`src/rtl/onehot_demux_pkg.sv`:
```
// Shared constants and one-hot helpers for the one-hot stream demux.
// Holds the drop counter width and the select decode functions.
// Selects are zero-extended to 32 bits, the widest channel count supported.
package onehot_demux_pkg;

    localparam int DROP_CNT_W = 8;
    localparam int SEL_MAX_W  = 32;

    // True when exactly one bit is set: non-zero and clearing the lowest set bit leaves zero.
    function automatic logic is_onehot(input logic [SEL_MAX_W-1:0] v);
        return (v != '0) && ((v & (v - 32'd1)) == '0);
    endfunction

    // Bit position of the set bit; only meaningful when is_onehot(v) holds.
    function automatic int onehot_index(input logic [SEL_MAX_W-1:0] v);
        int idx;
        idx = 0;
        for (int k = 0; k < SEL_MAX_W; k++) begin
            if (v[k]) begin
                idx = k;
            end
        end
        return idx;
    endfunction

endpackage

```
`src/rtl/demux_slot.sv`:
```
// One-entry holding register for a single demux output channel.
// Latency: load to out_valid is 1 cycle; load and drain on the same edge keeps the slot full.
// Backpressure: holds data stable while out_valid && !out_ready; the parent gates load.
// Ports: load/load_data write the slot, out_ready drains it, out_valid/out_data present it.
module demux_slot #(
    parameter int W = 8
) (
    input  logic         clk,
    input  logic         rst_n,
    input  logic         load,
    input  logic [W-1:0] load_data,
    input  logic         out_ready,
    output logic         out_valid,
    output logic [W-1:0] out_data
);

    logic         valid_q, valid_d;
    logic [W-1:0] data_q,  data_d;

    always_comb begin
        valid_d = valid_q;
        data_d  = data_q;
        if (valid_q && out_ready) begin
            valid_d = 1'b0;
        end
        // A load on the draining edge overrides the clear.
        if (load) begin
            valid_d = 1'b1;
            data_d  = load_data;
        end
    end

    always_ff @(posedge clk or negedge rst_n) begin
        if (!rst_n) begin
            valid_q <= 1'b0;
            data_q  <= '0;
        end else begin
            valid_q <= valid_d;
            data_q  <= data_d;
        end
    end

    assign out_valid = valid_q;
    assign out_data  = data_q;

endmodule

```
`src/rtl/onehot_demux_stream.sv`:
```
// Routes a valid/ready input stream to one of N one-entry output slots by one-hot select.
// Latency: 1 cycle from acceptance to out_valid; one beat per cycle per channel.
// Backpressure: in_ready follows the selected slot; illegal selects are always accepted and dropped.
// Ports: clk/rst_n; in_valid/in_ready/in_data/in_sel; out_valid/out_ready/out_data[N];
//        err_sel pulses one cycle per dropped beat; drop_cnt saturates at 255.
module onehot_demux_stream
    import onehot_demux_pkg::*;
#(
    parameter int N = 8,
    parameter int W = 8
) (
    input  logic                  clk,
    input  logic                  rst_n,
    input  logic                  in_valid,
    output logic                  in_ready,
    input  logic [W-1:0]          in_data,
    input  logic [N-1:0]          in_sel,
    output logic [N-1:0]          out_valid,
    input  logic [N-1:0]          out_ready,
    output logic [W-1:0]          out_data [N],
    output logic                  err_sel,
    output logic [DROP_CNT_W-1:0] drop_cnt
);

    localparam int IDX_W = (N > 1) ? $clog2(N) : 1;

    logic [SEL_MAX_W-1:0]  sel_ext;
    logic                  sel_legal;
    logic [IDX_W-1:0]      sel_idx;
    logic                  accept;
    logic                  drop;
    logic [N-1:0]          load;

    logic                  err_sel_q,  err_sel_d;
    logic [DROP_CNT_W-1:0] drop_cnt_q, drop_cnt_d;

    assign sel_ext   = SEL_MAX_W'(in_sel);
    assign sel_legal = is_onehot(sel_ext);
    assign sel_idx   = IDX_W'(onehot_index(sel_ext));

    // Held low during reset so no beat is accepted while slots are being cleared.
    assign in_ready = rst_n && (!in_valid || !sel_legal ||
                                !out_valid[sel_idx] || out_ready[sel_idx]);
    assign accept   = in_valid && in_ready;
    assign drop     = accept && !sel_legal;
    assign load     = (accept && sel_legal) ? in_sel : '0;

    for (genvar g = 0; g < N; g++) begin : g_slot
        demux_slot #(
            .W (W)
        ) u_slot (
            .clk       (clk),
            .rst_n     (rst_n),
            .load      (load[g]),
            .load_data (in_data),
            .out_ready (out_ready[g]),
            .out_valid (out_valid[g]),
            .out_data  (out_data[g])
        );
    end

    always_comb begin
        err_sel_d  = drop;
        drop_cnt_d = drop_cnt_q;
        if (drop && (drop_cnt_q != '1)) begin
            drop_cnt_d = drop_cnt_q + 1'b1;
        end
    end

    always_ff @(posedge clk or negedge rst_n) begin
        if (!rst_n) begin
            err_sel_q  <= 1'b0;
            drop_cnt_q <= '0;
        end else begin
            err_sel_q  <= err_sel_d;
            drop_cnt_q <= drop_cnt_d;
        end
    end

    assign err_sel  = err_sel_q;
    assign drop_cnt = drop_cnt_q;

endmodule

```
`config.mk`:
```
export PLATFORM = sky130hd
export DESIGN_NAME = onehot_demux_stream
export DESIGN_NICKNAME = d
export VERILOG_FILES = /design/src/rtl/onehot_demux_pkg.sv /design/src/rtl/demux_slot.sv /design/src/rtl/onehot_demux_stream.sv
export SDC_FILE = /design/constraint.sdc
export NUM_CORES = 1
export LEC_CHECK = 0
export BUFFER_PORTS_ARGS = -buffer_cell sky130_fd_sc_hd__buf_2
export CORE_ASPECT_RATIO = 0.7
export CORE_UTILIZATION = 40
export DETAILED_ROUTE_END_ITERATION = 7
export PLACE_DENSITY_LB_ADDON = 0.1
export RECOVER_POWER = 100
export SYNTH_ARGS = -nofsm -noshare
export SYNTH_HDL_FRONTEND = slang
export SYNTH_SLANG_ARGS = --single-unit
```
`constraint.sdc`:
```
create_clock -name clk -period 4.4 [get_ports clk]
set_input_delay 0.66 -clock clk [delete_from_list [all_inputs] [get_ports clk]]
set_output_delay 0.66 -clock clk [all_outputs]
set_load 0.005 [all_outputs]
```
==> impl_results.md <==
- Status: complete, but fails checks
- Failing checks: capacitance limit, slew limit
- Leakage: 2.22 nW
- Vias in the first global route: roughly 2400
- Max-cap violation count: 1
- Largest family of logic cells by synthesized area: multiplexers
- # diodes: 0
- Peak supply drop: 324 uV
- Final slew viol count: 84
- Clock share of power: 42.0%
- FF-to-FF setup slack: ~2.2 ns
- # hold bufs at CTS: 0
- CTS tree: done
- Die X: 113 um
- Cells after Synth: 250
- First-pass GRT wire length: 12.8 mm
- Seq/Total Area, Yosys: ~59%
- Sw Share: between 20% and 30%
- CP Launch Type: input port
- Comb pwr share: a little under an eighth
- Die Ht: roughly 80 um
- M2 GR Usage: just over 30%
- End of the worst register-to-register path: g_slot[3].u_slot.out_data[1]
- Adder-cell share of the synthesized area: 0.362%
- Post-Route WL: around 8.1 mm
- RSZ-0062 raised after global routing: false
- Min cycle time layout: 3.26 ns
- Register-to-Register Path Depth: 4
- Placed cell areas: about 0.0041 mm2
- Grt ovf: 0
- Crit Path Class: input port to output port
- Fin area: around 0.0043 mm2
- Worst-path maximum fanout: 83
- Number of flops mapped to enable cells by yosys: 0
- Synth top area cells: dfrtp_1, mux2_2, mux2_1
- Critical path data arrival time: approximately 2.6 ns
- Share of cells above drive strength 1: between 30% and 40%
- Internal Pwr Total: 1.43 mW
- Vias per inst: between 5 and 6
- # port buffers: 108
- Rel. slew slack: -31.2%
- Via count: 2410
- CTS buffer count: 9
- Flop pwr share: between 40% and 50%
- RR Startpoint: g_slot[2].u_slot.out_valid
- Hold Crit Start: g_slot[0].u_slot.out_data[7]
- DP Wirelength: 5.67 mm
- Initial drt markers: between 100 and 150
- Worst Hold Margin: around 0.49 ns
- Psw: 0.433 mW
- YS warnings: 0
- # DRC: 0
- Final Instance Count excl. Fillers: around 460
- Synth Area in XOR/XNOR: 1.01%
- FFs w/ async S/R, synth: 100%
- Synth cell types: 40
- Overall Power: roughly 1.9 mW
- Remaining antenna violation count: 0
- Cell Pwr Density: roughly 430 mW/mm2
- Setup violators final: 0
- Yosys top cell by area: dfrtp_1
- Fillers: around 750
- Mapped Area: approximately 0.0035 mm2
- Global placement routability congestion: around 0.76
- Place WS: about 1.3 ns
- Worst Setup SP: rst_n
- Drt wl/cell: ~17 um
- Post-cts resize count: 0
- CORE AREA: about 0.008 mm2
- Die ar.: ~0.0090 mm2
- Sink Count: between 80 and 90
- Area growth from synthesis to layout: 23.8%
- Clock transition at path regs: ~0.06 ns
- Placed cell count: roughly 450
- Worst hold path class: flip-flop to flip-flop
- Clock skew: 0.00359 ns
- Overall Global Routing Usage: just under 20%
- Final core occ: 52.9%
- Routing usage on met3: between 8 and 9%
- Fin crit share: between 70% and 80%
- Largest net degree at the start of global routing: 84
- Post-CTS setup buffer count: 0
- Fin Setup TNS: 0 ns
- Synth Area in Compound Gates: under 10%
- FMAX: roughly 0.3 GHz
- Drt first pass iters: 4
- Initial antenna violation count: 0
- IO Count: around 110
- Initial Utilization: a little over two fifths
- Worst Hold End: g_slot[0].u_slot.out_data[7]
- Slew @ Worst Pin: around 2.0 ns
- Post-Synth Simple-Gate Area: about 10%
- Critical Path End Type: output port
- Req. time, crit path: ~3.7 ns
- Total nets after synthesis: 278
- Multiplexer share of the synthesized area: approximately 22%
- Clock Latency Late Sink: 0.33 ns
- Root buffer selected by CTS: clkbuf_16
- # rows: 27
- Layout Nets: about 390
- Min-Delay Path Depth: 1
- Final Hold Fails: 0
- Clock buffer depth: 2
- Yosys top cell area share: just under 60%
- H-Tree Depth: 3
- Met1 usage: between 20% and 30%
- Busiest metal layer after global routing: met2
- Setup WS post-layout: 1.14 ns
- Avg Synthesized Cell Area: between 10 and 15 um2
- Top FF cell, synth: dfrtp_1
- Yosys reg bits: 81
[worst max-delay path, cell delays in order]
cell	delay [ns]
buf_4	0.09
clkbuf_2	1.40
inv_1	0.10
a31oi_1	0.22
clkbuf_1	0.13
[sequential cells by signal, indices dropped and copies added (netlist names)]
register and flops:
err_sel 1, drop_cnt 8, g_slot.u_slot.out_valid 8, g_slot.u_slot.out_data 64
[worst max-delay path by stage]
stage | to | slack [ns] | depth (start not counted)
after floorplan | in_ready | 1.64 | 7
after global placement | g_slot[1].u_slot.out_data[2] | 1.34 | 7
after detailed placement | g_slot[1].u_slot.out_data[1] | 1.34 | 7
after CTS | in_ready | 1.37 | 8
after global routing | in_ready | 0.59 | 5
final | in_ready | 1.14 | 5
[cells in the final DEF, fill, tap and decap left out, types with 2 or more instances in the layout]
cell type / n
nand3_1: 5
bufinv_16: 2
a21oi_1: 4
nor2_1: 5
dfrtp_1: 81
clkbuf_1: 44
nand4_4: 2
a31oi_1: 2
nor3_1: 2
clkbuf_16: 9
xnor2_1: 3
nor2b_1: 2
o21ai_0: 7
or4_1: 2
inv_1: 7
or3_1: 2
mux2_1: 9
buf_2: 65
mux2_2: 59
nand2_1: 14
nand4_1: 4
o31a_1: 2
and3_1: 2
and4b_1: 2
nand2b_1: 6
[synthesized netlist by cell type, types with 2 or more instances]
cell      instances
and2_1            2
mux2_2           59
xnor2_1           3
inv_1             7
clkbuf_1          3
and3_1            2
dfrtp_1          81
nand3_1           5
and4b_1           2
a31oi_1           2
nand4_4           2
a21oi_1           4
nand4_1           4
nor2_1            4
nor2b_1           2
buf_4             9
nand2_1          14
or3_1             2
o21ai_0           7
nor3_1            2
nand2b_1          6
o31a_1            2
mux2_1            9
[layer usage]
metal | vias up | wire length (um)
met1 | 1225 | 3790
li1 | 1108 | -
met5 | - | 0
met3 | 4 | 612
met4 | 0 | 49
met2 | 73 | 3630
[power by group through the flow]
stage / Clock, mW / Sequential (mW) / Combinational [mW]
after global routing: 0.830 / 0.880 / 0.243
after global placement: 0 / 0.876 / 0.223
after CTS: 0.804 / 0.865 / 0.228
after detailed placement: 0 / 0.878 / 0.227
after floorplan: 0 / 0.877 / 0.0963
final: 0.781 / 0.867 / 0.213
[cells by family after synthesis]
kind of cell / Yosys count
flops: 81
mux: 68
simple gates: 54
compound gates: 22
buf+inv: 20
xor+xnor: 4
fa+ha+maj: 1
[final cells by class]
type	instances	area, um2	share of cell area (%)
sequential	81	2030	47.3
multi-input combinational	149	1300	30.3
timing repair buffer	109	495	11.6
clock buffer	12	246	5.75
tap	101	126	2.95
clock inverter	3	65.1	1.52
inverter	7	26.3	0.613
Power figures use the tool's default switching activity.
